### src/rtl/frac_line_sched.sv
// frac_line_sched: read sequencer for the fractional-pel line difference datapath.
// Streams BLK_ROWS+2 reference rows and BLK_ROWS original rows from single-port
// synchronous row memories. It keeps a 3-row reference window aligned with the
// matching original row, and presents one framed line set per cycle.
//
// state  | meaning
// IDLE   | waiting for start; bases latched on accept
// FILL0  | reference read at base+0 (row above block)
// FILL1  | reference read at base+1
// RUN    | reference read base+k+2 and original read obase+k, k = 0..BLK_ROWS-1
// DRAIN  | no reads; last captures settle
// DONE   | completion pulse is registered out on the following cycle
module frac_line_sched #(
  parameter int BLK_ROWS = 8,
  parameter int ADDR_W   = 8,
  parameter int IDX_W    = 3
) (
  input  logic              clk,
  input  logic              rst,
  input  logic              start,
  input  logic              clr,
  input  logic [ADDR_W-1:0] ref_base,
  input  logic [ADDR_W-1:0] org_base,
  output logic              ref_rd_en,
  output logic [ADDR_W-1:0] ref_rd_addr,
  input  logic [63:0]       ref_rd_data,
  output logic              org_rd_en,
  output logic [ADDR_W-1:0] org_rd_addr,
  input  logic [63:0]       org_rd_data,
  output logic [63:0]       cur_upper_pix,
  output logic [63:0]       cur_middle_pix,
  output logic [63:0]       cur_lower_pix,
  output logic [63:0]       org_pix,
  output logic              line_valid,
  output logic              line_first,
  output logic              line_last,
  output logic [IDX_W-1:0]  line_idx,
  output logic              busy,
  output logic              done
);

  typedef enum logic [2:0] {
    S_IDLE,
    S_FILL0,
    S_FILL1,
    S_RUN,
    S_DRAIN,
    S_DONE
  } state_t;

  localparam logic [IDX_W-1:0] LAST_IDX = IDX_W'(BLK_ROWS - 1);

  state_t           state;
  logic [IDX_W-1:0] run_cnt;
  logic [IDX_W-1:0] cap_cnt;
  logic             ref_pend;
  logic             org_pend;

  // Sequencer FSM: issues the read strobes/addresses and the done pulse.
  // Strobes are registered together with the state, so each read appears in the
  // same cycle as the state that issues it.
  always_ff @(posedge clk or posedge rst) begin
    if (rst) begin
      state       <= S_IDLE;
      run_cnt     <= '0;
      ref_rd_en   <= 1'b0;
      ref_rd_addr <= '0;
      org_rd_en   <= 1'b0;
      org_rd_addr <= '0;
      done        <= 1'b0;
    end else if (clr) begin
      state     <= S_IDLE;
      run_cnt   <= '0;
      ref_rd_en <= 1'b0;
      org_rd_en <= 1'b0;
      done      <= 1'b0;
    end else begin
      done <= 1'b0;
      case (state)
        S_IDLE: begin
          // A start coinciding with the completion pulse is not taken.
          if (start && !done) begin
            state       <= S_FILL0;
            ref_rd_en   <= 1'b1;
            ref_rd_addr <= ref_base;
            org_rd_addr <= org_base;
          end
        end
        S_FILL0: begin
          state       <= S_FILL1;
          ref_rd_addr <= ref_rd_addr + ADDR_W'(1);
        end
        S_FILL1: begin
          state       <= S_RUN;
          run_cnt     <= '0;
          ref_rd_addr <= ref_rd_addr + ADDR_W'(1);
          org_rd_en   <= 1'b1;
        end
        S_RUN: begin
          if (run_cnt == LAST_IDX) begin
            state     <= S_DRAIN;
            ref_rd_en <= 1'b0;
            org_rd_en <= 1'b0;
          end else begin
            run_cnt     <= run_cnt + IDX_W'(1);
            ref_rd_addr <= ref_rd_addr + ADDR_W'(1);
            org_rd_addr <= org_rd_addr + ADDR_W'(1);
          end
        end
        S_DRAIN: state <= S_DONE;
        S_DONE: begin
          state <= S_IDLE;
          done  <= 1'b1;
        end
        default: state <= S_IDLE;
      endcase
    end
  end

  // Capture path: pending flags track the one-cycle memory latency.
  // The window shifts on ref data and org_pix loads on org data, independent of
  // the FSM state.
  always_ff @(posedge clk or posedge rst) begin
    if (rst) begin
      ref_pend       <= 1'b0;
      org_pend       <= 1'b0;
      cur_upper_pix  <= '0;
      cur_middle_pix <= '0;
      cur_lower_pix  <= '0;
      org_pix        <= '0;
      line_valid     <= 1'b0;
      line_first     <= 1'b0;
      line_last      <= 1'b0;
      line_idx       <= '0;
      cap_cnt        <= '0;
    end else if (clr) begin
      ref_pend   <= 1'b0;
      org_pend   <= 1'b0;
      line_valid <= 1'b0;
      line_first <= 1'b0;
      line_last  <= 1'b0;
      cap_cnt    <= '0;
    end else begin
      ref_pend   <= ref_rd_en;
      org_pend   <= org_rd_en;
      line_valid <= org_pend;
      line_first <= org_pend && (cap_cnt == '0);
      line_last  <= org_pend && (cap_cnt == LAST_IDX);
      if (ref_pend) begin
        cur_upper_pix  <= cur_middle_pix;
        cur_middle_pix <= cur_lower_pix;
        cur_lower_pix  <= ref_rd_data;
      end
      if (org_pend) begin
        org_pix  <= org_rd_data;
        line_idx <= cap_cnt;
        cap_cnt  <= (cap_cnt == LAST_IDX) ? '0 : cap_cnt + IDX_W'(1);
      end
    end
  end

  // Busy covers the read phase plus the trailing capture/valid cycles.
  always_comb begin
    busy = 1'b0;
    if ((state != S_IDLE) && (state != S_DONE))
      busy = 1'b1;
    if (ref_pend || org_pend || line_valid)
      busy = 1'b1;
  end

endmodule

### config.mk
export PLATFORM = sky130hd
export DESIGN_NAME = frac_line_sched
export DESIGN_NICKNAME = d
export VERILOG_FILES = /design/src/rtl/frac_line_sched.sv
export SDC_FILE = /design/constraint.sdc
export NUM_CORES = 1
export LEC_CHECK = 0
export ABC_CLOCK_PERIOD_IN_PS = 8300
export CAP_MARGIN = 30
export CELL_PAD_IN_SITES_DETAIL_PLACEMENT = 1
export CELL_PAD_IN_SITES_GLOBAL_PLACEMENT = 1
export CORE_AREA = 5 5 167 185
export CTS_CLUSTER_DIAMETER = 30
export DETAILED_ROUTE_END_ITERATION = 10
export DIE_AREA = 0 0 172 190
export DONT_BUFFER_PORTS = 1
export HOLD_SLACK_MARGIN = 0.15
export PLACE_DENSITY = 0.69
export SYNTH_ARGS = -nofsm -noshare
export SYNTH_HDL_FRONTEND = slang
export SYNTH_SLANG_ARGS = --single-unit
### constraint.sdc
create_clock -name clk -period 8.3 [get_ports clk]
set_input_delay 0.415 -clock clk [delete_from_list [all_inputs] [get_ports clk]]
set_output_delay 0.415 -clock clk [all_outputs]
set_load 0.05 [all_outputs]
---- Word-level counts from Yosys, hierarchy flattened ----
Cells that the tools add are included.
storage, ports and cells
  latch bits .............................. 0
  RAM bits ................................ 0
  register bits after elaboration ......... 292
  ROM bits ................................ 0
  memories ................................ 0
cells by class
  div/mod/pow operators ................... 0
  multipliers ............................. 0
  mux-type cells .......................... 31
  reduce and logical (&&, ||, !) cells .... 24
  shift operators ......................... 0
  magnitude comparators ................... 0
  add/sub/neg operators ................... 4
  bitwise gates (word level) .............. 1
  eq/ne operators ......................... 13
operators by type and width
  cell                   number
  $mux W8                4
  $mux W3                8
  $pmux W8 S3            1
  $add A8 B1 Y8 const B  2
  $pmux W8 S2            1
  $pmux W3 S5            1
  $mux W1                13
  $eq A3 B3 Y1 const B   4
  $ne A3 B3 Y1 const B   4
  $reduce_bool A3 Y1     4
  $reduce_and A2 Y1      5
  $reduce_and A4 Y1      2
  $add A3 B1 Y3 const B  2
  $eq A3 B2 Y1 const B   2
  $logic_not A3 Y1       2
  $pmux W3 S2            1
  $logic_and A1 B1 Y1    4
  $ne A2 B2 Y1 const B   2
  $pmux W1 S2            2
  $reduce_bool A2 Y1     2
  $eq A3 B1 Y1 const B   1
  $reduce_and A3 Y1      1
  $logic_or A1 B1 Y1     2
  $reduce_or A2 Y1       1
  2 further kinds        2

---- Longest topological paths before layout ----
Gate-level depths: netlist (run 1).
  word-level depth ........................ 5
  gate-level depth with buffers ........... 7

---- Worst setup path before layout (run 1) ----
No wires, ideal clock.
  kind .................................... reg-to-reg
  start point ............................. register run_cnt[0]
  end point ............................... register ref_rd_addr[2]
  data required time ...................... 8.222 ns
  arrival time ............................ 1.864 ns
  stages on the path, launching flop included .. 8
  setup slack ............................. 6.359 ns
  cells stage by stage .................... dfrtp_1 ha_1 ha_1 a311o_1 a21oi_1 buf_2 a21oi_1 a21oi_1
on the way
  cells in the longest elaborated chain, start to end .. 3
ends and longest elaborated chain
  what                         line  RTL
  from (decl)                  54    logic [IDX_W-1:0] run_cnt;
  from (signal assigned)       105   run_cnt <= run_cnt + IDX_W'(1);
  $eq A3 B3 Y1                 100   if (run_cnt == LAST_IDX) begin
  $ne A2 B2 Y1 (no line)       --
  $reduce_and A4 Y1 (no line)  --
  to (signal assigned)         91    ref_rd_addr <= ref_rd_addr + ADDR_W'(1);
  to (signal assigned)         96    ref_rd_addr <= ref_rd_addr + ADDR_W'(1);
  to (signal assigned)         106   ref_rd_addr <= ref_rd_addr + ADDR_W'(1);
  to (decl)                    25    output logic [ADDR_W-1:0] ref_rd_addr,
No other way between the ends.
A chain may end at the register's enable or synchronous reset.

---- Worst setup path after layout (run 1) ----
  start point ............................. register run_cnt[0]
  end point ............................... register ref_rd_addr[0]
Same word-level chain as after synthesis.

==> results of run 1 <==
-- routing by layer --
layer  track usage (%)  vias to the layer above  routed length (um)
met5                 0                        -                   0
met4              6.38                        0                 931
met3              7.27                       60                3200
met2              35.3                      328               17700
met1              20.0                     3520               10700
li1                  -                     3000                   -
-- cell type report --
type                       instances  area [um2]
antenna                            1        2.50
clock buffer                      69        1500
clock inverter                    33         439
fill                            2712       13900
inverter                           6        26.3
multi-input combinational        405        3840
sequential                       292        7310
tap                              374         468
timing repair buffer             152        1540
-- power groups by stage --
| stage | registers, mW | logic [mW] | clock network (mW) |
|---|---|---|---|
| 2_1_floorplan | 4.13 | 0.547 | 0 |
| 6_report | 4.39 | 0.706 | 2.27 |
| 4_1_cts | 4.39 | 0.698 | 2.30 |
| 3_5_place_dp | 4.41 | 0.635 | 0 |
| 5_1_grt | 4.46 | 0.784 | 2.39 |
| 3_3_place_gp | 4.38 | 0.576 | 0 |
-- worst min-delay path by stage --
stage / slack (ns) / cells past startpoint / start / to
after floorplan: 0.48 / 1 / run_cnt[1]$_DFFE_PP0P_ / run_cnt[1]$_DFFE_PP0P_
after global placement: 0.42 / 1 / rst / cur_lower_pix[11]$_DFFE_PP0P_
after detailed placement: 0.44 / 1 / rst / org_pix[15]$_DFFE_PP0P_
after CTS: 0.16 / 2 / ref_base[5] / ref_rd_addr[5]$_DFFE_PP0P_
after global routing: 0.18 / 2 / ref_base[5] / ref_rd_addr[5]$_DFFE_PP0P_
final: 0.19 / 2 / ref_base[5] / ref_rd_addr[5]$_DFFE_PP0P_
-- synthesized netlist by cell type (2+ instances only) --
library cell	instances	area [um2]
nand2_1	14	52.6
nand4_1	2	12.5
nor3b_1	2	15.0
a21boi_0	2	15.0
o22a_1	2	17.5
o21ai_0	16	80.1
clkbuf_1	20	75.1
and3b_1	2	17.5
mux2_2	259	2920
o32ai_1	2	17.5
dfrtp_1	292	7310
mux2i_1	5	50.1
or3_1	2	12.5
a21oi_1	22	110
ha_1	7	87.6
nor2b_1	4	25.0
inv_1	6	22.5
nor2_1	18	67.6
nand3b_1	3	22.5
a31oi_1	2	12.5
nand3_1	6	30.0
and2_1	2	12.5
nor3_1	4	20.0
a22o_1	3	26.3
buf_2	21	105
o22ai_1	3	18.8
nand2b_1	8	50.1
-- cell usage in the layout, fill, tap and decap left out, types with 4 or more instances in the layout --
cell type | netlist | routed
mux2_2 | 259 | 259
clkbuf_8 | 0 | 7
clkinv_2 | 0 | 11
clkinvlp_4 | 0 | 6
nand3_1 | 6 | 6
a21oi_1 | 22 | 22
clkbuf_1 | 20 | 7
nand2_1 | 14 | 14
inv_1 | 6 | 5
ha_1 | 7 | 7
nor3_1 | 4 | 4
nand2b_1 | 8 | 7
dfrtp_1 | 292 | 292
nor2_1 | 18 | 18
o21ai_0 | 16 | 16
clkbuf_16 | 0 | 55
clkinv_4 | 0 | 4
dlygate4sd3_1 | 0 | 146
bufinv_16 | 0 | 7
buf_4 | 0 | 4
mux2i_1 | 5 | 5
-- stage by stage --
stage / hold slack, ns / worst slack (ns) / std cells / util (%) / total power, mW
CTS: 0.164 / 5.71 / 1330 / 51.9 / 7.39
global route: 0.184 / 5.52 / 1332 / 52.0 / 7.63
floorplan: 0.477 / 4.01 / 745 / - / 4.68
global placement: 0.421 / 5.81 / 1082 / 40.2 / 4.96
detailed placement: 0.444 / 5.72 / 1082 / 40.2 / 5.05
finish: 0.191 / 5.66 / 1332 / 52.0 / 7.36
-- flip-flops by register name, indices dropped and copies added (netlist names) --
| register | count |
|---|---|
| cap_cnt | 3 |
| cur_lower_pix | 64 |
| cur_middle_pix | 64 |
| cur_upper_pix | 64 |
| done | 1 |
| line_first | 1 |
| line_idx | 3 |
| line_last | 1 |
| line_valid | 1 |
| org_pend | 1 |
| org_pix | 64 |
| org_rd_addr | 8 |
| org_rd_en | 1 |
| ref_pend | 1 |
| ref_rd_addr | 8 |
| ref_rd_en | 1 |
| run_cnt | 3 |
| state | 3 |
-- worst max-delay path: stages (launching register included) --
cell      delay (ns)
dfrtp_1         0.40
ha_1            0.22
ha_1            0.27
a311o_1         0.40
a21oi_1         0.83
a21boi_0        0.25
mux2i_1         0.09
-- cell families after synthesis --
logic type / synth area share [%]
XOR/XNOR: 0.0772
flip-flops: 64.4
AO/OA/AOI/OAI: 3.29
AND/OR/NAND/NOR: 3.43
buffers and inverters: 1.89
adder cells (fa/ha/maj): 0.772
multiplexers: 26.1
==> results.py, run 1 <==
metrics = {
    "clock_network": {
        "path_clk_slew_ns": 0.05,
        "cts-htree-levels": 2,
        "cts_inserted_buffers": 55,
        "cts_hold_buf": 146,
        "cts_sinks": 292,
        "post_cts_buffers": 0,
        "clockBufferDepth": 3,
        "clk_latency_ns": 0.55,
        "cts-root-buf": "clkbuf_16",
        "tritoncts": "done",
        "ctsResizeCount": 0,
    },
    "pwr": {
        "power_frac_seq_pct": 59.6,
        "ir_drop_uv": 260,
        "p_per_area_nw_per_um2": 487,
        "p_leak_nw": 6.76,
        "p_sw_mw": 3.49,
        "clkPwrFrac_pct": 30.8,
        "swShare_pct": 47.4,
        "power_frac_comb_pct": 9.6,
        "intPower_mw": 3.87,
    },
    "sta": {
        "period_minus_slack_ns": 2.64,
        "fmax_ghz": 0.378,
        "finalCritPeriodShare_pct": 31.8,
        "setup_violations": 0,
        "skew_ns": 0.0275,
        "hold_viol_final": 0,
        "worstMarginPinSlew_ns": 1.08,
        "slew_headroom_pct": 28.2,
        "tns_ns": 0,
        "rsz0062_at_grt": "false",
        "drv_slew": 0,
    },
    "status": {
        "status": "completed",
    },
    "setup_path": {
        "critPathMaxFanout": 15,
        "critical_path_arrival_ns": 3.03,
        "worstReg2RegStart": "run_cnt[0]$_DFFE_PP0P_",
        "crit_end": "ref_rd_addr[0]$_DFFE_PP0P_",
        "r2r_cells": 6,
        "r2r-end": "ref_rd_addr[0]$_DFFE_PP0P_",
        "worstSetupPathType": "flip-flop to flip-flop",
        "endpoint_kind": "flip-flop",
        "startpoint_type": "flip-flop",
        "crit_start": "run_cnt[0]$_DFFE_PP0P_",
        "required_ns": 8.69,
        "ff2ff_setup_slack_ns": 5.66,
    },
    "synth": {
        "ys_ff_latch": 292,
        "syn-num-nets": 900,
        "ys.flop_type": "dfrtp_1",
        "synthCells": 745,
        "ys_seq_area_share_pct": 64.4,
        "async_flop_share_pct": 100,
        "synth_edf_count": 0,
        "yosysWarnings": 0,
        "yosysUniqueCellTypes": 43,
        "netlist_area_um2": 11300,
        "syn_area_per_cell_um2": 15.2,
    },
    "grt": {
        "grt_pass1_wl_um": 49400,
        "grt_overflow": 0,
        "first_global_vias": 8177,
        "grtUsageTotal_pct": 19.2,
        "antenna_found_initial": 1,
        "grt_max_degree": 181,
    },
    "final_layout": {
        "fin_nets": 1067,
        "drive_gt1_share_pct": 38.3,
        "area_growth_pct": 33.3,
        "fin_area_um2": 15100,
    },
    "drt": {
        "ant_nets": 0,
        "wl_per_cell_um": 24.4,
        "via_count": 6908,
        "routed_wl_um": 32500,
        "drt_iter0_drc": 286,
        "dr.pass1.iters": 4,
        "drcViolationCount": 0,
        "viasPerCell": 5.19,
    },
    "placed_design": {
        "postPlaceCellArea_um2": 11700,
        "hpwl_um": 21100,
        "routabilityCongestion": 0.804,
        "portBuffers": 0,
    },
    "floorplanning": {
        "row_count": 66,
        "die_x_um": 172,
        "die_h_um": 190,
        "initial_core_util_pct": 39.0,
        "dieArea_um2": 32700,
        "ios": 430,
        "core_area_um2": 29100,
    },
    "hold_path": {
        "holdCritPathClass": "primary input to flip-flop",
    },
    "run": {
        "cap_violations": 0,
    },
}
Note: power is estimated with default switching activity, not from simulation.
==> inputs of run 2 (changes only) <==
--- a/config.mk
+++ b/config.mk
@@ -5,7 +5,7 @@
 export SDC_FILE = /design/constraint.sdc
 export NUM_CORES = 1
 export LEC_CHECK = 0
-export ABC_CLOCK_PERIOD_IN_PS = 8300
+export ABC_CLOCK_PERIOD_IN_PS = 2700
 export CAP_MARGIN = 30
 export CELL_PAD_IN_SITES_DETAIL_PLACEMENT = 1
 export CELL_PAD_IN_SITES_GLOBAL_PLACEMENT = 1
@@ -15,7 +15,7 @@
 export DIE_AREA = 0 0 172 190
 export DONT_BUFFER_PORTS = 1
 export HOLD_SLACK_MARGIN = 0.15
-export PLACE_DENSITY = 0.69
+export PLACE_DENSITY = 0.67
 export SYNTH_ARGS = -nofsm -noshare
 export SYNTH_HDL_FRONTEND = slang
 export SYNTH_SLANG_ARGS = --single-unit
==> constraint.sdc (replaced) <==
create_clock -name clk -period 2.7 [get_ports clk]
set_input_delay 0.135 -clock clk [delete_from_list [all_inputs] [get_ports clk]]
set_output_delay 0.135 -clock clk [all_outputs]
set_load 0.05 [all_outputs]
==> run 2 against run 1 <==
  * Clock skew shrank 0.014 ns
  * First-iteration DRC count shrank 9.8%
  * Critical path depth shrank 2
  * Maximum frequency grew 20%
  * Wire length grew 1.8%
  * Critical path type unchanged
==> results.py, run 2 (synthesis results as in run 1) <==
metrics = {
    "floorplanning": {
        "die_x_um": 172,
        "initial_core_util_pct": 39.0,
        "core_area_um2": 29100,
        "dieArea_um2": 32700,
        "ios": 430,
        "row_count": 66,
        "die_h_um": 190,
    },
    "drt": {
        "dr.pass1.iters": 5,
        "wl_per_cell_um": 24.3,
        "via_count": 7137,
        "ant_nets": 0,
        "drcViolationCount": 0,
        "viasPerCell": 5.24,
        "drt_iter0_drc": 258,
        "routed_wl_um": 33100,
    },
    "grt": {
        "grt_max_degree": 81,
        "busiest_layer": "met2",
        "grt_use_met1_pct": 20.2,
        "use_met2_pct": 34.5,
        "grt_overflow": 0,
        "antenna_found_initial": 4,
        "grtUsageTotal_pct": 19.5,
        "grt_pass1_wl_um": 50000,
        "use_met3_pct": 7.96,
        "first_global_vias": 8486,
    },
    "final_layout": {
        "fin_area_um2": 15400,
        "multiInputGateArea_um2": 3840,
        "area_growth_pct": 35.4,
        "final_cells": 1361,
        "fin_nets": 1090,
        "fillers": 2721,
        "drive_gt1_share_pct": 39.6,
        "ff_latch_area_um2": 7310,
        "final_common_cell": "dfrtp_1",
        "most-common-layout-cells": "dfrtp_1 (292), mux2_2 (259), dlygate4sd3_1 (147)",
    },
    "run": {
        "cap_violations": 0,
    },
    "clock_network": {
        "clk_latency_ns": 0.56,
        "cts_hold_buf": 147,
        "post_cts_buffers": 0,
        "clockBufferDepth": 3,
        "ctsResizeCount": 0,
        "path_clk_slew_ns": 0.05,
        "cts-htree-levels": 2,
        "cts_sinks": 292,
        "cts_inserted_buffers": 56,
        "cts-root-buf": "clkbuf_16",
        "tritoncts": "done",
    },
    "sta": {
        "finalCritPeriodShare_pct": 81.5,
        "tns_ns": 0,
        "setup_violations": 0,
        "slew_headroom_pct": 51.1,
        "holdWs_ns": 0.150,
        "fmax_ghz": 0.454,
        "skew_ns": 0.0138,
        "hold_viol_final": 0,
        "period_minus_slack_ns": 2.20,
        "worstMarginPinSlew_ns": 0.733,
        "drv_slew": 0,
        "rsz0062_at_grt": "false",
    },
    "setup_path": {
        "crit_start": "state[0]$_DFFE_PP0P_",
        "worstReg2RegStart": "state[0]$_DFFE_PP0P_",
        "crit_chain": "or4b_4 -> a211o_1 -> or3_1 -> o211ai_2",
        "cp_slowest_cell": "or4b_4",
        "critPathMaxFanout": 17,
        "max_stage_delay_ns": 0.63,
        "required_ns": 3.18,
        "worstSetupPathType": "flip-flop to flip-flop",
        "critical_path_arrival_ns": 2.68,
        "endpoint_kind": "flip-flop",
        "r2r_cells": 4,
        "startpoint_type": "flip-flop",
        "ff2ff_setup_slack_ns": 0.50,
        "r2r-end": "org_rd_addr[0]$_DFFE_PP0P_",
    },
    "placed_design": {
        "hpwl_um": 21700,
        "portBuffers": 0,
        "dpl.cell_count": 1104,
        "postPlaceCellArea_um2": 11900,
        "routabilityCongestion": 0.804,
    },
    "status": {
        "status": "completed",
    },
    "pwr": {
        "ir_drop_uv": 728,
        "p_leak_nw": 6.87,
        "p_per_area_nw_per_um2": 1480,
    },
    "hold_path": {
        "holdCritPathClass": "primary input to async pin",
    },
}
[run 2: changes by cell type in the layout (fill, tap and decap cells not counted), moves of 2 or more]
cell        delta
diode_2        +6
inv_8          -2
inv_16         -2
clkinv_2       -5
buf_12         +6
clkbuf_16      +3
clkinvlp_4     +6
buf_4         +16
[run 2: final cells by class]
cell class | count | area share, %
sequential | 292 | 47.6
multi-input combinational | 405 | 25.0
timing repair buffer | 174 | 11.5
clock buffer | 74 | 10.4
tap | 374 | 3.05
clock inverter | 29 | 2.30
inverter | 6 | 0.171
antenna | 7 | 0.114
[run 2: critical path: cells and delay by family, from the launching register on]
kind               cells  cell delay, ns
and+or+nand+nor        2            1.03
DFF                    1            0.56
AOI/OAI and AO/OA      2            0.54
[run 2: layer usage]
layer / up-vias / wire (um)
met5: - / 0
met4: 0 / 1200
met3: 81 / 3580
met2: 360 / 17500
met1: 3622 / 10800
li1: 3074 / -
[run 2: how the worst max path moves through the flow]
stage / end
4_1_cts: org_rd_addr[0]$_DFFE_PP0P_
6_report: org_rd_addr[0]$_DFFE_PP0P_
3_3_place_gp: org_rd_addr[0]$_DFFE_PP0P_
3_5_place_dp: org_rd_addr[0]$_DFFE_PP0P_
5_1_grt: org_rd_addr[0]$_DFFE_PP0P_
2_1_floorplan: cap_cnt[0]$_DFFE_PP0P_
[run 2: power breakdown]
part	switching (mW)	internal [mW]
logic	0.923	1.44
clock network	2.28	4.70
registers	7.45	5.88
[run 2: per-stage QoR]
stage | util (%) | power, mW | setup slack, ns
2_1_floorplan | - | 14.4 | -1.31
6_report | 52.9 | 22.7 | 0.499
3_3_place_gp | 41.0 | 15.3 | 0.590
5_1_grt | 52.9 | 23.5 | 0.416
3_5_place_dp | 41.0 | 15.6 | 0.513
4_1_cts | 52.8 | 22.8 | 0.494
